[src/rtl/tao_seq.sv]
// Multi-cycle instruction sequencer for the tao core: owns PC and instruction
// register, runs the fetch and LSU handshakes, and issues writeback/retire.
module tao_seq #(
    parameter logic [31:0] RESET_PC = 32'h8000_0000,
    parameter int unsigned TIMEOUT  = 255
) (
    input  logic        clk,
    input  logic        rst,
    output logic        ifu_req_valid,
    input  logic        ifu_req_ready,
    output logic [31:0] ifu_req_addr,
    input  logic        ifu_rsp_valid,
    input  logic [31:0] ifu_rsp_inst,
    output logic [31:0] o_inst,
    output logic [31:0] o_pc,
    input  logic        dec_rdwen,
    input  logic        dec_mem_en,
    input  logic        dec_ebreak,
    input  logic        dec_dnpc_en,
    input  logic [31:0] i_dnpc,
    output logic        lsu_req_valid,
    input  logic        lsu_req_ready,
    input  logic        lsu_rsp_valid,
    output logic        o_wb_en,
    output logic        o_retire,
    output logic        o_halt,
    output logic        o_err
);

    typedef enum logic [2:0] {
        S_IDLE,
        S_FETCH_REQ,
        S_FETCH_WAIT,
        S_EXEC,
        S_MEM_REQ,
        S_MEM_WAIT,
        S_WB,
        S_HALT
    } state_t;

    localparam logic [15:0] TIMEOUT_C = 16'(TIMEOUT);

    state_t      state_reg;
    logic [31:0] pc_reg;
    logic [31:0] inst_reg;
    logic [15:0] wait_cnt_reg;
    logic        err_reg;

    logic        in_wait;
    logic        wait_exit;
    logic [15:0] wait_cnt_next;
    logic        timed_out;
    logic        misaligned;

    // Exit condition of whichever handshake state we are in.
    always_comb begin
        in_wait   = 1'b0;
        wait_exit = 1'b0;
        case (state_reg)
            S_FETCH_REQ:  begin in_wait = 1'b1; wait_exit = ifu_req_ready; end
            S_FETCH_WAIT: begin in_wait = 1'b1; wait_exit = ifu_rsp_valid; end
            S_MEM_REQ:    begin in_wait = 1'b1; wait_exit = lsu_req_ready; end
            S_MEM_WAIT:   begin in_wait = 1'b1; wait_exit = lsu_rsp_valid; end
            default:      begin in_wait = 1'b0; wait_exit = 1'b0; end
        endcase
    end

    assign wait_cnt_next = (wait_cnt_reg == 16'hFFFF) ? wait_cnt_reg : wait_cnt_reg + 16'd1;
    assign timed_out     = in_wait && !wait_exit && (wait_cnt_next >= TIMEOUT_C);
    assign misaligned    = (state_reg == S_WB) && dec_dnpc_en && (i_dnpc[1:0] != 2'b00);

    always_ff @(posedge clk) begin
        if (rst) begin
            state_reg    <= S_IDLE;
            pc_reg       <= RESET_PC;
            inst_reg     <= 32'd0;
            wait_cnt_reg <= 16'd0;
            err_reg      <= 1'b0;
        end else begin
            case (state_reg)
                S_IDLE: state_reg <= S_FETCH_REQ;
                S_FETCH_REQ: begin
                    if (ifu_req_ready) state_reg <= S_FETCH_WAIT;
                end
                S_FETCH_WAIT: begin
                    if (ifu_rsp_valid) begin
                        inst_reg  <= ifu_rsp_inst;
                        state_reg <= S_EXEC;
                    end
                end
                S_EXEC: begin
                    if (dec_ebreak)      state_reg <= S_HALT;
                    else if (dec_mem_en) state_reg <= S_MEM_REQ;
                    else                 state_reg <= S_WB;
                end
                S_MEM_REQ: begin
                    if (lsu_req_ready) state_reg <= S_MEM_WAIT;
                end
                S_MEM_WAIT: begin
                    if (lsu_rsp_valid) state_reg <= S_WB;
                end
                S_WB: begin
                    if (misaligned) begin
                        err_reg   <= 1'b1;
                        state_reg <= S_HALT;
                    end else begin
                        pc_reg    <= dec_dnpc_en ? i_dnpc : pc_reg + 32'd4;
                        state_reg <= S_FETCH_REQ;
                    end
                end
                S_HALT:  state_reg <= S_HALT;
                default: state_reg <= S_IDLE;
            endcase

            // Timeout overrides the normal transition of a stuck handshake.
            if (timed_out) begin
                err_reg   <= 1'b1;
                state_reg <= S_HALT;
            end

            if (in_wait && !wait_exit && !timed_out)
                wait_cnt_reg <= wait_cnt_next;
            else
                wait_cnt_reg <= 16'd0;
        end
    end

    assign ifu_req_valid = (state_reg == S_FETCH_REQ);
    assign lsu_req_valid = (state_reg == S_MEM_REQ);
    assign ifu_req_addr  = pc_reg;
    assign o_pc          = pc_reg;
    assign o_inst        = inst_reg;
    assign o_halt        = (state_reg == S_HALT);
    assign o_err         = err_reg;
    // Strobes depend only on the state register and decode/EXU info, never on handshakes.
    assign o_retire      = (state_reg == S_WB) && !misaligned;
    assign o_wb_en       = (state_reg == S_WB) && dec_rdwen && !misaligned;

endmodule

[config.mk]
export PLATFORM = sky130hd
export DESIGN_NAME = tao_seq
export DESIGN_NICKNAME = d
export VERILOG_FILES = /design/src/rtl/tao_seq.sv
export SDC_FILE = /design/constraint.sdc
export NUM_CORES = 1
export LEC_CHECK = 0
export CAP_MARGIN = 20
export CORE_ASPECT_RATIO = 2
export CORE_MARGIN = 4
export CORE_UTILIZATION = 47
export DETAILED_ROUTE_END_ITERATION = 12
export HOLD_SLACK_MARGIN = 0.08
export PLACE_DENSITY = 0.92
export SETUP_SLACK_MARGIN = 0.3
export SYNTH_ARGS = -nofsm -noshare
export SYNTH_HDL_FRONTEND = slang
export SYNTH_SLANG_ARGS = --single-unit
[constraint.sdc]
create_clock -name clk -period 5.9 [get_ports clk]
set_input_delay 1.18 -clock clk [delete_from_list [all_inputs] [get_ports clk]]
set_output_delay 1.18 -clock clk [all_outputs]
set_load 0.01 [all_outputs]
==> impl_metrics.json <==
{
  "status": "complete, no violations",
  "max-clock-path-buffers": 2,
  "final_common_cell": "clkdlybuf4s50_1",
  "timing.final.setup_violations": 0,
  "final_cell_mix": "clkdlybuf4s50_1, nand2_1, dfxtp_1",
  "start_util": 0.4866,
  "cp.required_ns": 4.72,
  "ys_seq_area_frac": 0.3808,
  "drv_cap": 0,
  "holdPathStages": 2,
  "power-per-cell-area_nw_per_um2": 254.0,
  "num_vias": 4820,
  "core_area_um2": 9074,
  "syn_to_final_growth_pct": 43.58,
  "endpoint_kind": "output port",
  "synth_enable_flop_cells": 0,
  "min_from": "o_inst[7]",
  "synth.area.top_cells": "dfxtp_1, nand2_1, buf_4",
  "drive_above_1_share": 0.06452,
  "clock_sinks": 84,
  "synth_largest_area_cell": "dfxtp_1",
  "postCtsSetupBuffers": 0,
  "crit_arrival_ns": 3.36,
  "hold_viol": 0,
  "max_freq_mhz": 220.4,
  "hold_class": "reg -> reg",
  "period_minus_slack_ns": 4.538,
  "finalCritPeriodShare": 0.7692,
  "cts_root_buf": "clkbuf_16",
  "die_x_um": 76.54,
  "multi_input_area_um2": 2327,
  "cts_tree": "built",
  "cts_buffers": 9,
  "drt-initial-drc-count": 318,
  "synth-seq-cells": 84,
  "n_fill_cell": 724,
  "worstSetupStartpointType": "input pin",
  "synth_area_um2": 4415,
  "grt_max_degree": 64,
  "postPlaceCellArea_um2": 5946,
  "rows": 49,
  "worstReg2RegStart": "wait_cnt_reg[0]",
  "drc_errors": 0,
  "worstSetupPathType": "in -> out",
  "cp_slowest_stage_delay_ns": 0.61,
  "reg2regPathDepth": 6,
  "die_h_um": 145.1,
  "firstDrtPassIters": 5,
  "num-nets-final": 753,
  "crit_slowest_cell": "clkdlybuf4s50_1",
  "cts_hold_buffers": 0,
  "path_clk_slew_ns": 0.06,
  "netlist_instances": 548,
  "place.gp.congestion": 0.8856,
  "insertion_delay_ns": 0.34,
  "via_per_inst": 6.148,
  "wl_mm": 14.32,
  "final_cell_area_um2": 6340,
  "port_buffers": 175,
  "ir_drop_v": 0.0001910,
  "final.setup_skew_ns": 0.006937,
  "crit_chain": "clkdlybuf4s50_1 -> o21ai_1 -> nand3_1 -> buf_4 -> clkinv_1 -> buf_4 -> clkdlybuf4s50_1",
  "antenna_found_initial": 0,
  "relSlewSlack": 0.4797,
  "drv_slew": 0,
  "min_to": "o_inst[7]",
  "grt_pass1_wl_mm": 23.32,
  "synth_warnings": 0,
  "synthArstFlopShare": 0,
  "synth_ff_type": "dfxtp_1",
  "avgSynthCellArea_um2": 8.057,
  "leakage_nw": 2.134,
  "synth_cell_types": 71,
  "worstPathMaxFanout": 36,
  "rsz0062_at_grt": "false",
  "grt.overflow.total": 0,
  "worst_pin_slew_ns": 0.7757,
  "antenna_cells": 0,
  "htree_levels": 3,
  "post_cts_resized": 0,
  "dieArea_um2": 11100,
  "regToRegSetupSlack_ns": 3.23,
  "seq_area_um2": 1682,
  "setup-tns-final_ns": 0,
  "wl_per_cell_um": 18.27,
  "grt_usage": 0.2562,
  "synthDominantCellAreaShare": 0.3808,
  "postRouteAntennaNets": 0,
  "hpwl_mm": 10.50,
  "io_pins": 176,
  "reg2reg_to": "state_reg[0]",
  "first_global_vias": 4812
}
==> layout make-up <==
class,count,share of cell area
timing repair buffer,181,0.2862
tap,102,0.02013
sequential,84,0.2652
clock inverter,4,0.01500
inverter,10,0.005921
multi-input combinational,391,0.3671
clock buffer,12,0.04046
==> stage by stage <==
stage / worst slack, ns / hold WS [ns] / power, W / util / instances
after global routing: 1.178 / 0.4724 / 0.001672 / 0.6987 / 784
after floorplan: 2.398 / 0.4805 / 0.0008103 / - / 555
after detailed placement: 1.407 / 0.4456 / 0.0009576 / 0.6553 / 766
after global placement: 1.378 / 0.4415 / 0.0009454 / 0.6553 / 766
after CTS: 1.382 / 0.4538 / 0.001608 / 0.6940 / 782
final: 1.362 / 0.4530 / 0.001610 / 0.6987 / 784
==> cells by family (layout without fill, tap and decap cells) <==
| kind of cell | after synthesis | in the layout | synth area share |
|---|---|---|---|
| other | 1 | 8 | 0.0008493 |
| flip-flops | 84 | 84 | 0.3808 |
| adder cells (fa/ha/maj) | 2 | 2 | 0.005666 |
| XOR/XNOR | 6 | 6 | 0.01190 |
| AND/OR/NAND/NOR | 220 | 220 | 0.2547 |
| multiplexers | 7 | 7 | 0.01587 |
| buffers and inverters | 80 | 207 | 0.09805 |
| AO/OA/AOI/OAI | 148 | 148 | 0.2321 |
==> worst max-delay path: cells and delay by family <==
kind,cells,cell delay [ns]
buf+inv,5,1.77
simple gates,1,0.15
compound gates,1,0.25
==> how the worst max path moves through the flow <==
stage	start	endpoint	slack [ns]	cells after the start
floorplan	dec_dnpc_en	o_wb_en	2.40	6
global placement	i_dnpc[0]	o_retire	1.38	7
detailed placement	i_dnpc[0]	o_retire	1.41	7
CTS	i_dnpc[0]	o_retire	1.38	7
global route	i_dnpc[0]	o_retire	1.18	7
finish	i_dnpc[0]	o_retire	1.36	7
==> per-layer routing <==
| metal | vias up | wire length (um) | GRT usage |
|---|---|---|---|
| met1 | 2259 | 4820 | 0.2523 |
| met4 | 0 | 820 | 0.1606 |
| met2 | 260 | 7861 | 0.4731 |
| li1 | 2230 | - | - |
| met3 | 71 | 822 | 0.05769 |
| met5 | - | 0 | 0 |
==> cells in the mapped netlist, types with 6 or more instances <==
library cell / n
buf_4: 33
and3_1: 10
o21ai_0: 22
nor3_1: 12
a21oi_1: 49
nor2_1: 30
nor4_1: 8
nand2_1: 94
nand3_1: 18
mux2i_1: 7
a311oi_1: 6
a211oi_1: 13
nor4_2: 7
inv_1: 8
nand4_1: 10
dfxtp_1: 84
clkbuf_1: 33
==> power breakdown <==
part | internal [W] | switching (W) | total, W
logic | 0.000166 | 0.000146 | 0.000312
clock network | 0.000436 | 0.000216 | 0.000652
registers | 0.000603 | 0.0000430 | 0.000646
No activity file was read; power rests on OpenSTA's default activity.
